[config.mk]
export PLATFORM = sky130hd
export DESIGN_NAME = vc_pop_arbiter
export DESIGN_NICKNAME = d
export VERILOG_FILES = /design/src/rtl/vc_pop_arbiter.sv
export SDC_FILE = /design/constraint.sdc
export NUM_CORES = 1
export LEC_CHECK = 0
export CAP_MARGIN = 20
export CORE_MARGIN = 2
export CORE_UTILIZATION = 43
export CTS_BUF_LIST = sky130_fd_sc_hd__clkbuf_8
export DETAILED_ROUTE_END_ITERATION = 8
export HOLD_SLACK_MARGIN = 0.03
export PLACE_DENSITY_LB_ADDON = 0.08
export RECOVER_POWER = 25
export SYNTH_ARGS = -nofsm -noshare
export SYNTH_HDL_FRONTEND = slang
export SYNTH_SLANG_ARGS = --single-unit
[constraint.sdc]
create_clock -name clk -period 4.7 [get_ports clk]
set_input_delay 0.705 -clock clk [delete_from_list [all_inputs] [get_ports clk]]
set_output_delay 0.705 -clock clk [all_outputs]
set_load 0.005 [all_outputs]
[src/rtl/vc_pop_arbiter.sv]
// vc_pop_arbiter
// Read-side controller for two virtual-channel FIFOs. Each cycle it pops at
// most one word, with VC0 having strict priority over VC1. The word is
// forwarded one cycle later to destination D0 or D1, chosen by bit DEST_BIT
// of the word. Destination pause flags are honoured with no bypass, so a
// paused VC0 head also blocks VC1. Any FIFO error moves the block into a
// sticky ERROR state that only reset clears.
module vc_pop_arbiter #(
  parameter int DATA_SIZE = 6,
  parameter int DEST_BIT  = 4
) (
  input  logic                 clk,
  input  logic                 reset,
  input  logic                 fifo_empty_vc0,
  input  logic                 fifo_empty_vc1,
  input  logic [DATA_SIZE-1:0] data_vc0,
  input  logic [DATA_SIZE-1:0] data_vc1,
  input  logic                 fifo_pause_d0,
  input  logic                 fifo_pause_d1,
  input  logic                 fifo_error_vc0,
  input  logic                 fifo_error_vc1,
  input  logic                 fifo_error_d0,
  input  logic                 fifo_error_d1,
  output logic                 pop_vc0,
  output logic                 pop_vc1,
  output logic                 push_d0,
  output logic                 push_d1,
  output logic [DATA_SIZE-1:0] data_d0,
  output logic [DATA_SIZE-1:0] data_d1,
  output logic [7:0]           pkt_count_d0,
  output logic [7:0]           pkt_count_d1,
  output logic [1:0]           state,
  output logic                 idle_out,
  output logic                 error_out
);

  typedef enum logic [1:0] {
    ST_RESET  = 2'd0,
    ST_IDLE   = 2'd1,
    ST_ACTIVE = 2'd2,
    ST_ERROR  = 2'd3
  } state_t;

  state_t               state_r;
  state_t               state_next_s;
  logic                 any_error_s;
  logic                 any_data_s;
  logic                 cand_valid_s;
  logic                 cand_is_vc1_s;
  logic [DATA_SIZE-1:0] head_s;
  logic                 dest_s;
  logic                 paused_s;
  logic                 grant_s;

  logic                 push_d0_r;
  logic                 push_d1_r;
  logic [DATA_SIZE-1:0] data_d0_r;
  logic [DATA_SIZE-1:0] data_d1_r;
  logic [7:0]           count_d0_r;
  logic [7:0]           count_d1_r;

  assign any_error_s = fifo_error_vc0 | fifo_error_vc1 | fifo_error_d0 | fifo_error_d1;
  assign any_data_s  = ~fifo_empty_vc0 | ~fifo_empty_vc1;

  // Candidate selection (VC0 first) and grant qualification; no bypass of a blocked VC0.
  always_comb begin
    head_s        = {DATA_SIZE{1'b0}};
    cand_valid_s  = 1'b0;
    cand_is_vc1_s = 1'b0;
    if (!fifo_empty_vc0) begin
      head_s       = data_vc0;
      cand_valid_s = 1'b1;
    end else if (!fifo_empty_vc1) begin
      head_s        = data_vc1;
      cand_valid_s  = 1'b1;
      cand_is_vc1_s = 1'b1;
    end else begin
      head_s        = {DATA_SIZE{1'b0}};
      cand_valid_s  = 1'b0;
      cand_is_vc1_s = 1'b0;
    end
    dest_s   = head_s[DEST_BIT];
    paused_s = dest_s ? fifo_pause_d1 : fifo_pause_d0;
    grant_s  = (state_r == ST_ACTIVE) && cand_valid_s && !paused_s && !any_error_s;
  end

  // Next-state logic; an error beats every other transition out of IDLE/ACTIVE.
  always_comb begin
    state_next_s = state_r;
    case (state_r)
      ST_RESET: state_next_s = ST_IDLE;
      ST_IDLE: begin
        if (any_error_s) begin
          state_next_s = ST_ERROR;
        end else if (any_data_s) begin
          state_next_s = ST_ACTIVE;
        end else begin
          state_next_s = ST_IDLE;
        end
      end
      ST_ACTIVE: begin
        if (any_error_s) begin
          state_next_s = ST_ERROR;
        end else if (!any_data_s) begin
          state_next_s = ST_IDLE;
        end else begin
          state_next_s = ST_ACTIVE;
        end
      end
      ST_ERROR: state_next_s = ST_ERROR;
      default:  state_next_s = ST_ERROR;
    endcase
  end

  // State register with synchronous reset.
  always_ff @(posedge clk) begin
    if (reset) begin
      state_r <= ST_RESET;
    end else begin
      state_r <= state_next_s;
    end
  end

  // Forward the granted word one cycle later and count it; reset drops a pending push.
  always_ff @(posedge clk) begin
    if (reset) begin
      push_d0_r  <= 1'b0;
      push_d1_r  <= 1'b0;
      data_d0_r  <= {DATA_SIZE{1'b0}};
      data_d1_r  <= {DATA_SIZE{1'b0}};
      count_d0_r <= 8'd0;
      count_d1_r <= 8'd0;
    end else begin
      push_d0_r <= grant_s && !dest_s;
      push_d1_r <= grant_s && dest_s;
      if (grant_s && !dest_s) begin
        data_d0_r  <= head_s;
        count_d0_r <= count_d0_r + 8'd1;
      end
      if (grant_s && dest_s) begin
        data_d1_r  <= head_s;
        count_d1_r <= count_d1_r + 8'd1;
      end
    end
  end

  assign pop_vc0      = grant_s && !cand_is_vc1_s;
  assign pop_vc1      = grant_s && cand_is_vc1_s;
  assign push_d0      = push_d0_r;
  assign push_d1      = push_d1_r;
  assign data_d0      = data_d0_r;
  assign data_d1      = data_d1_r;
  assign pkt_count_d0 = count_d0_r;
  assign pkt_count_d1 = count_d1_r;
  assign state        = state_r;
  assign idle_out     = (state_r == ST_IDLE);
  assign error_out    = (state_r == ST_ERROR);

endmodule
=== Word-level counts from Yosys, hierarchy flattened ===
Cells that the tools add are included.

* Register bits: 32
* Input port bits: 22
* Logic and storage cells: 40
* Output and inout bits: 36

* Reductions and logical operators: 13
* Equality and inequality tests: 3
* $add $sub $neg: 2
* Mux-type cells: 9
* Bitwise operators: 6

{| class="wikitable"
|+ Operator list
! cell !! count
|-
| $add A8 B1 Y8 const B || 2
|-
| $mux W6 || 2
|-
| $logic_and A1 B1 Y1 || 7
|-
| $pmux W2 S3 || 1
|-
| $eq A2 B2 Y1 const B || 2
|-
| $logic_not A1 Y1 || 4
|-
| $mux W1 || 4
|-
| $mux W2 || 2
|-
| $or A1 B1 Y1 || 4
|-
| $eq A2 B1 Y1 const B || 1
|-
| $logic_not A2 Y1 || 1
|-
| $not A1 Y1 || 2
|-
| $reduce_or A2 Y1 || 1
|}

=== Logic depth before layout (Yosys ltp) ===
Gate-level depths: netlist of the first run.

* Depth in word-level cells: 7
* Gate-level depth with buffers: 7
* Gate-level depth less buffers: 5

=== Worst setup path before layout of the first run ===
OpenSTA, ideal clock, no wires.

* Path kind: input port to output port
* From: input fifo_error_vc1
* To: output pop_vc1
* Buffers on the path: 2
* Setup slack: 2119 ps
* Required time: 3995 ps
* Stages: 6
* Arrival time: 1876 ps
* Cells stage by stage: nor4_4 and3_1 buf_2 buf_2 o21ai_0 nor3_1

* Word-level cells in the longest chain between the ends: 6

{| class="wikitable"
|+ Ends and longest elaborated chain
! what !! line !! RTL
|-
| start, declared || 21 || <nowiki>input logic fifo_error_vc1,</nowiki>
|-
| $or A1 B1 Y1 (3 in series) || 62 || <nowiki>assign any_error_s = fifo_error_vc0 | fifo_error_vc1 | fifo_error_d0 | fifo_error_d1;</nowiki>
|-
| $logic_not A1 Y1 || 84 || <nowiki>grant_s = (state_r == ST_ACTIVE) && cand_valid_s && !paused_s && !any_error_s;</nowiki>
|-
| $logic_and A1 B1 Y1 || 84 ||
|-
| $logic_and A1 B1 Y1 || 148 || <nowiki>assign pop_vc1 = grant_s && cand_is_vc1_s;</nowiki>
|-
| end, declared || 25 || <nowiki>output logic pop_vc1,</nowiki>
|}

Every way passes these cells.

=== Final worst setup path of the first run ===
Same ends and word-level chain as after synthesis.

==> flow_summary.yaml, run 1 <==
run_status:
  status: "finished clean"
global_routing:
  grt_pass1_wl_um: 6900
  grt_overflow: 0
  gr-usage-met3_pct: 5.208
  top_usage_layer: "met2"
  grt_antenna_before_repair: 0
  grtUsageTotal_pct: 21.03
  grt_pass1_vias: 1518
  grt_max_degree: 39
  gr-usage-met2_pct: 34.92
  use_met1_pct: 25.37
drt:
  drc: 0
  first_pass_iters: 4
  routed_wl_um: 4044
  ant_nets: 0
  wl_per_cell_um: 13.90
  vias: 1567
  first_iter_violations: 102
  avgViaCountPerCell: 5.385
logic_synthesis:
  ys_ff_latch: 32
  synth.avg_cell_area_sq_um: 8.492
  yosys.area.top_type_share_pct: 40.13
  netlist_area_sq_um: 1597
  yosysSeqAreaShare_pct: 40.13
  synthTopCellsByArea: "dfxtp_1, nor3_1, a21oi_1"
  synthesis.nets: 216
  syn_inst: 188
  yosys_warnings: 0
  yosys.area.top_type: "dfxtp_1"
  yosysUniqueCellTypes: 30
clocking:
  clock_path_buffers: 2
  cts_buffers: 5
  cts_hold_buf: 0
  cts_resized: 0
  cts_root_buf: "clkbuf_8"
  cts_max_level: 2
  clkLatencyLatePin_ns: 0.29
  post-cts-setup-buffers: 0
  cts_tree: "yes"
  path_clk_slew_ns: 0.07
  cts.sinks: 32
hold_path:
  hold_path_startpoint: "data_d0[4]$_SDFFE_PP0P_"
  hold_depth: 2
  min_path_type: "reg2reg"
worst_setup_path:
  cp_max_fo: 17
  cp_cell_sequence: "clkdlybuf4s50_1 > nor4_1 > and3_1 > buf_4 > o21ai_0 > nor3_1 > clkdlybuf4s50_1"
  cp_common_cell: "clkdlybuf4s50_1"
  cp-start-kind: "input port"
  slowest_delay_ns: 0.73
  worstPathRequired_ns: 3.99
  crit_start: "fifo_error_vc1"
  worstRegToRegCells: 5
  critical_path_depth: 7
  timing.rr.start: "state[0]$_SDFF_PP0_"
  critPathKind: "in2out"
  cp_slowest_cell: "nor4_1"
  end_kind: "primary output"
  crit_family: "simple AND/OR/NAND/NOR gates"
  cp_num_buf_inv: 3
  cp_data_arrival_time_ns: 3.18
finish:
  areaGrowthSynthToFinish_pct: 43.03
  nNetsFinal: 270
  final_cells: 291
  nFillCells: 314
  fin_area_sq_um: 2283
  drive_gt1_share_pct: 7.407
  num_antenna_cells: 0
sta:
  setup_viol: 0
  fin_ws_ns: 0.8120
  hold_viol_final: 0
  post-route-period-util_pct: 82.72
  tightest_slew_ns: 0.8304
  clock_skew_ns: 0.005426
  drv_slew: 0
  rsz0062_at_grt: "false"
  min_period_ns: 3.888
  relSlewSlack_pct: 44.13
  fin_tns_setup_ns: 0
  fmax_mhz: 257.2
power_and_ir_drop:
  peakVddDrop_v: 0.0001534
  p_total_mw: 0.6150
  cellLeakagePower_nw: 0.8401
  powerDensity_nw_per_um2: 269.3
placed_design:
  dpl.cell_count: 283
  dp_hpwl_um: 2864
  dp_slack_ns: 1.140
  gp_congestion: 0.8167
  io_buffers: 57
  placed_area_sq_um: 2187
die:
  ios: 58
  die_area_sq_um: 4217
  core_sq_um: 3606
  start_util_pct: 44.27
  die_h_um: 64.94
  die_x_um: 64.94
  placement_rows: 22
job:
  drv_cap: 0
[report_power, final]
| part | switching, mW | internal, mW | total (mW) |
|---|---|---|---|
| sequential | 0.00354 | 0.274 | 0.278 |
| clock | 0.109 | 0.157 | 0.266 |
| combinational | 0.0340 | 0.0372 | 0.0712 |
| total | 0.147 | 0.468 | 0.615 |
[metrics by stage]
step | hold slack [ns] | util (%)
final | 0.4673 | 63.32
after global routing | 0.5033 | 63.32
after CTS | 0.4739 | 63.74
after detailed placement | 0.4608 | 60.65
after global placement | 0.4649 | 60.65
after floorplan | 0.4433 | -
[logic make-up (layout without fill, tap and decap cells)]
group,Yosys count,after routing,share of synthesized area [%]
buffers and inverters,17,72,4.624
AOI/OAI and AO/OA,42,42,15.83
and+or+nand+nor,85,85,30.25
DFF,32,32,40.13
adders and majority gates,6,6,4.702
muxes,6,6,4.467
[sequential cells by signal, summed over array words and instances (netlist names)]
signal,count
push_d1,1
pkt_count_d1,8
state,2
data_d1,6
pkt_count_d0,8
data_d0,6
push_d0,1
[worst min-delay path, delay by kind of cell (launching register included)]
kind / cells / cell delay [ns]
DFF: 1 / 0.32
AOI/OAI and AO/OA: 1 / 0.04
and+or+nand+nor: 1 / 0.07
[cell usage in the layout, fill, tap and decap left out, types with 2 or more instances in the layout]
| master | count |
|---|---|
| a21oi_1 | 23 |
| a22o_1 | 5 |
| and2_1 | 3 |
| and3_1 | 3 |
| buf_4 | 2 |
| clkbuf_8 | 5 |
| clkdlybuf4s50_1 | 42 |
| dfxtp_1 | 32 |
| dlygate4sd3_1 | 15 |
| ha_1 | 6 |
| inv_1 | 5 |
| mux2_2 | 5 |
| nand2_1 | 4 |
| nand2b_1 | 2 |
| nand3_1 | 9 |
| nand4_1 | 8 |
| nor2_1 | 10 |
| nor2b_1 | 7 |
| nor3_1 | 26 |
| o21ai_0 | 5 |
| o31ai_1 | 6 |
| or3_1 | 3 |
| or4_1 | 6 |
[per-layer routing]
| layer | up-vias | routed length [um] |
|---|---|---|
| met3 | 7 | 229 |
| met1 | 704 | 1878 |
| met5 | - | 0 |
| met2 | 52 | 1872 |
| met4 | 0 | 64 |
| li1 | 804 | - |
[final cells by class]
type	instances	area, sq um	area share, %
clock buffer	5	68.82	3.014
clock inverter	3	42.54	1.863
inverter	5	18.77	0.8219
multi-input combinational	139	867.1	37.97
sequential	32	640.6	28.05
tap	48	60.06	2.630
timing repair buffer	59	585.6	25.64
[final timing paths]
kind | to | slack, ns
setup / recovery | pop_vc1 | 0.81
hold / removal | data_d0[4]$_SDFFE_PP0P_ | 0.47
setup reg to reg | pkt_count_d0[3]$_SDFFE_PP0P_ | 2.73
hold reg to reg | data_d0[4]$_SDFFE_PP0P_ | 0.47
[cells in the mapped netlist]
master    count
and4_1        1
a21oi_2       1
or3_1         3
ha_1          6
nand2_1       4
nor2b_1       7
nand3_1       9
a21oi_1      23
buf_6         1
nand3b_1      1
nand2b_1      2
o31ai_1       6
mux2_4        1
dfxtp_1      32
clkbuf_1      9
buf_2         2
inv_1         5
mux2_2        5
or4_1         6
a22o_1        5
nor4_4        1
nand4_1       8
and2_1        3
a21o_1        1
nor3_1       26
o21ai_0       5
nor2_1       10
and3_1        3
nand3_2       1
a211oi_1      1
Note: power is estimated with default switching activity, not from simulation.
==> run 2, diff against run 1 <==
==> constraint.sdc (replaced) <==
create_clock -name clk -period 3.63 [get_ports clk]
set_input_delay 0.5445 -clock clk [delete_from_list [all_inputs] [get_ports clk]]
set_output_delay 0.5445 -clock clk [all_outputs]
set_load 0.005 [all_outputs]
==> run 2 against run 1 <==
  * Design area down 0.49%
  * Sequential power up 29%
  * Routed wire length up 2.3%
  * Critical endpoint unchanged
  * Largest cell class unchanged
  * Largest power group unchanged
  * Worst setup slack worse by 0.34 ns
==> flow_summary.yaml, run 2 (same netlist as run 1, synthesis figures left out) <==
clocking:
  cts.sinks: 32
  cts_root_buf: "clkbuf_8"
  cts_buffers: 5
  clkLatencyLatePin_ns: 0.28
  cts_tree: "yes"
  post-cts-setup-buffers: 0
  cts_hold_buf: 0
  cts_max_level: 2
  path_clk_slew_ns: 0.06
  clock_path_buffers: 2
  cts_resized: 0
finish:
  nNetsFinal: 271
  seq_area_sq_um: 640.6
  fin_area_sq_um: 2272
  num_antenna_cells: 0
  multi_input_area_sq_um: 882.1
  mostFrequentLayoutCells: "clkdlybuf4s50_1, dfxtp_1, nor3_1, a21oi_1, dlygate4sd3_1"
  nFillCells: 339
  drive_gt1_share_pct: 7.407
  final_common_cell: "clkdlybuf4s50_1"
  areaGrowthSynthToFinish_pct: 42.32
  fin_util_pct: 63.01
die:
  core_sq_um: 3606
  die_x_um: 64.94
  start_util_pct: 44.27
  die_area_sq_um: 4217
  placement_rows: 22
  die_h_um: 64.94
  ios: 58
sta:
  drv_slew: 0
  clock_skew_ns: 0.002045
  fin_ws_ns: 0.4718
  hold_viol_final: 0
  fin_tns_setup_ns: 0
  fmax_mhz: 316.6
  post-route-period-util_pct: 87.00
  whs_ns: 0.4630
  tightest_slew_ns: 1.014
  setup_viol: 0
  relSlewSlack_pct: 32.22
  rsz0062_at_grt: "false"
  min_period_ns: 3.158
drt:
  ant_nets: 0
  vias: 1607
  drc: 0
  routed_wl_um: 4139
  first_iter_violations: 93
  wl_per_cell_um: 14.22
  avgViaCountPerCell: 5.522
  first_pass_iters: 4
power_and_ir_drop:
  comb_power_share_pct: 13.7
  p_int_mw: 0.5327
  powerDensity_nw_per_um2: 313.1
  seq_power_share_pct: 50.5
  switching_share_pct: 25.12
  p_sw_mw: 0.1787
  pwr-share-clk_pct: 35.8
  cellLeakagePower_nw: 0.8456
  peakVddDrop_v: 0.0001881
placed_design:
  placed_area_sq_um: 2195
  gp_congestion: 0.8383
  dp_hpwl_um: 3029
  io_buffers: 57
  dp_slack_ns: 0.5060
worst_setup_path:
  slowest_delay_ns: 0.57
  cp_data_arrival_time_ns: 2.61
  cp_cell_sequence: "clkdlybuf4s50_1 > nand2b_1 > and3_1 > o21ai_0 > nor3_1 > clkdlybuf4s50_1"
  cp_common_cell: "clkdlybuf4s50_1"
  cp-start-kind: "input port"
  cp_num_buf_inv: 2
  worstPathRequired_ns: 3.09
  critPathKind: "in2out"
  cp_slowest_cell: "clkdlybuf4s50_1"
  crit_family: "buffers and inverters"
  end_kind: "primary output"
  cp_max_fo: 8
global_routing:
  grt_pass1_vias: 1627
  grt_antenna_before_repair: 0
  grt_max_degree: 30
  grt_pass1_wl_um: 7176
  grt_overflow: 0
  grtUsageTotal_pct: 21.79
job:
  drv_cap: 0
hold_path:
  min_path_type: "reg2reg"
run_status:
  status: "finished clean"
run 2: final timing paths:
kind,end,depth (start not counted),slack [ns],from
worst min register to register,data_d0[4]$_SDFFE_PP0P_,2,0.46,data_d0[4]$_SDFFE_PP0P_
worst max-delay path,pop_vc1,6,0.47,fifo_empty_vc0
worst min-delay path,data_d0[4]$_SDFFE_PP0P_,2,0.46,data_d0[4]$_SDFFE_PP0P_
worst max register to register,pkt_count_d1[6]$_SDFFE_PP0P_,5,1.66,state[0]$_SDFF_PP0_
run 2: worst min-delay path: stages (launching register included):
cell	delay, ns
dfxtp_1	0.32
nand2b_1	0.07
a21oi_1	0.04
run 2: metal layers:
| layer | GRT usage, % | vias up | wire length [um] | part of all wire [%] |
|---|---|---|---|---|
| li1 | - | 797 | - | - |
| met1 | 25.13 | 755 | 1805 | 44 |
| met2 | 37.50 | 53 | 2081 | 50 |
| met3 | 6.424 | 2 | 229 | 5.5 |
| met4 | 8.777 | 0 | 22 | 0.53 |
| met5 | 0 | - | 0 | 0 |
run 2: final cells by class:
cell class                      instances  share of cell area, %
Clock buffer                            5                  3.029
Clock inverter                          2                 0.3855
Inverter                                5                 0.8260
Multi-Input combinational cell        139                  38.82
Sequential cell                        32                  28.19
Tap cell                               48                  2.643
Timing Repair Buffer                   60                  26.10
run 2: metrics by stage:
step	cells	total power, mW
after detailed placement	284	0.4644
after floorplan	188	0.4123
after global routing	291	0.7451
after CTS	291	0.7196
after global placement	284	0.4596
final	291	0.7113
run 2: power groups by stage:
stage,combinational (mW),sequential (mW),clock [mW]
2_1_floorplan,0.0453,0.367,0
3_3_place_gp,0.0931,0.367,0
3_5_place_dp,0.0972,0.367,0
4_1_cts,0.0975,0.359,0.263
5_1_grt,0.107,0.360,0.278
6_report,0.0974,0.359,0.254
==> run 3, diff against run 2 <==
--- a/config.mk
+++ b/config.mk
@@ -6,7 +6,7 @@
 export NUM_CORES = 1
 export LEC_CHECK = 0
 export CAP_MARGIN = 20
-export CORE_MARGIN = 2
+export CORE_MARGIN = 4
 export CORE_UTILIZATION = 43
 export CTS_BUF_LIST = sky130_fd_sc_hd__clkbuf_8
 export DETAILED_ROUTE_END_ITERATION = 8
==> run 3 against run 2 <==
  * Cell count decreased by 0.34%
  * Design area rose by 0.44%
  * Highest routed layer unchanged
  * Clock power is 7% higher
  * Worst hold slack better by 0.0089 ns
  * Sequential power hardly changed
  * Routed wire length up 0.36%
==> flow_summary.yaml, run 3 (same netlist as run 1, synthesis figures left out) <==
global_routing:
  grt_max_degree: 30
  grtUsageTotal_pct: 19.22
  grt_overflow: 0
  grt_pass1_vias: 1528
  grt_pass1_wl_um: 6851
  grt_antenna_before_repair: 0
die:
  die_area_sq_um: 4752
  die_h_um: 68.94
  ios: 58
  die_x_um: 68.94
  placement_rows: 21
  start_util_pct: 46.03
  core_sq_um: 3468
drt:
  first_pass_iters: 4
  first_iter_violations: 74
  vias: 1600
  ant_nets: 0
  wl_per_cell_um: 14.32
  drc: 0
  avgViaCountPerCell: 5.517
  routed_wl_um: 4154
sta:
  clock_skew_ns: 0.003438
  drv_slew: 0
  fmax_mhz: 322.8
  post-route-period-util_pct: 85.33
  rsz0062_at_grt: "false"
  tightest_slew_ns: 1.001
  setup_viol: 0
  min_period_ns: 3.098
  fin_ws_ns: 0.5324
  relSlewSlack_pct: 33.04
  fin_tns_setup_ns: 0
  hold_viol_final: 0
job:
  drv_cap: 0
finish:
  mostFrequentLayoutCells: "clkdlybuf4s50_1, dfxtp_1, nor3_1, a21oi_1, dlygate4sd3_1"
  areaGrowthSynthToFinish_pct: 42.95
  fin_area_sq_um: 2282
  final_common_cell: "clkdlybuf4s50_1"
  drive_gt1_share_pct: 7.377
  nNetsFinal: 271
  num_antenna_cells: 0
  final_cells: 290
worst_setup_path:
  slowest_delay_ns: 0.56
  cp-start-kind: "input port"
  cp_cell_sequence: "clkdlybuf4s50_1 > nand2b_1 > and3_1 > o21ai_0 > nor3_1 > clkdlybuf4s50_1"
  cp_max_fo: 8
  cp_data_arrival_time_ns: 2.55
  critPathKind: "in2out"
  cp_common_cell: "clkdlybuf4s50_1"
  cp_slowest_cell: "clkdlybuf4s50_1"
  worstPathRequired_ns: 3.09
  end_kind: "primary output"
placed_design:
  io_buffers: 57
  dp_slack_ns: 0.5654
  placed_area_sq_um: 2192
  dp_hpwl_um: 2996
  gp_congestion: 0.7556
  dpl.cell_count: 282
clocking:
  post-cts-setup-buffers: 0
  path_clk_slew_ns: 0.06
  cts_buffers: 5
  clkLatencyLatePin_ns: 0.28
  cts_tree: "yes"
  cts_max_level: 2
  cts_root_buf: "clkbuf_8"
  clock_path_buffers: 2
  cts_hold_buf: 0
  cts_resized: 0
  cts.sinks: 32
power_and_ir_drop:
  peakVddDrop_v: 0.0001924
  powerDensity_nw_per_um2: 319.1
  p_total_mw: 0.7281
  cellLeakagePower_nw: 0.8542
run_status:
  status: "finished clean"
hold_path:
  min_path_type: "reg2reg"
==> run 3: metal layers <==
layer / share of wire [%] / vias to the layer above / track usage [%]
li1: - / 809 / -
met1: 46 / 730 / 24.31
met2: 46 / 56 / 31.31
met3: 6.2 / 5 / 5.348
met4: 1.3 / 0 / 6.569
met5: 0 / - / 0
==> run 3: critical path, delay by kind of cell <==
family                 cells  cell delay [ns]
AND/OR/NAND/NOR            3             0.74
AO/OA/AOI/OAI              1             0.16
buffers and inverters      2             1.09
==> run 3: cell type report <==
cell class / count / area (sq um)
inverter: 5 / 18.77
multi-input combinational: 139 / 882.1
clock buffer: 6 / 82.58
timing repair buffer: 60 / 593.1
clock inverter: 2 / 7.507
fill: 304 / 1186
tap: 46 / 57.56
sequential: 32 / 640.6
==> run 3: path summary, 6_finish.rpt <==
| kind | start | end | slack [ns] | cells past startpoint |
|---|---|---|---|---|
| hold reg to reg | data_d1[4]$_SDFFE_PP0P_ | data_d1[4]$_SDFFE_PP0P_ | 0.47 | 2 |
| setup reg to reg | state[0]$_SDFF_PP0_ | pkt_count_d1[4]$_SDFFE_PP0P_ | 1.66 | 5 |
| setup / recovery | fifo_empty_vc0 | pop_vc1 | 0.53 | 6 |
| hold / removal | data_d1[4]$_SDFFE_PP0P_ | data_d1[4]$_SDFFE_PP0P_ | 0.47 | 2 |
==> run 3: through the flow <==
stage               utilization, %  hold slack [ns]
finish                       65.80           0.4719
global route                 65.80           0.5000
CTS                          65.80           0.4713
detailed placement           63.20           0.4559
global placement             63.20           0.4544
floorplan                        -           0.4433
==> run 3: power by group <==
part           internal [mW]  switching, mW
registers              0.355        0.00444
logic                 0.0500         0.0464
clock network          0.149          0.123
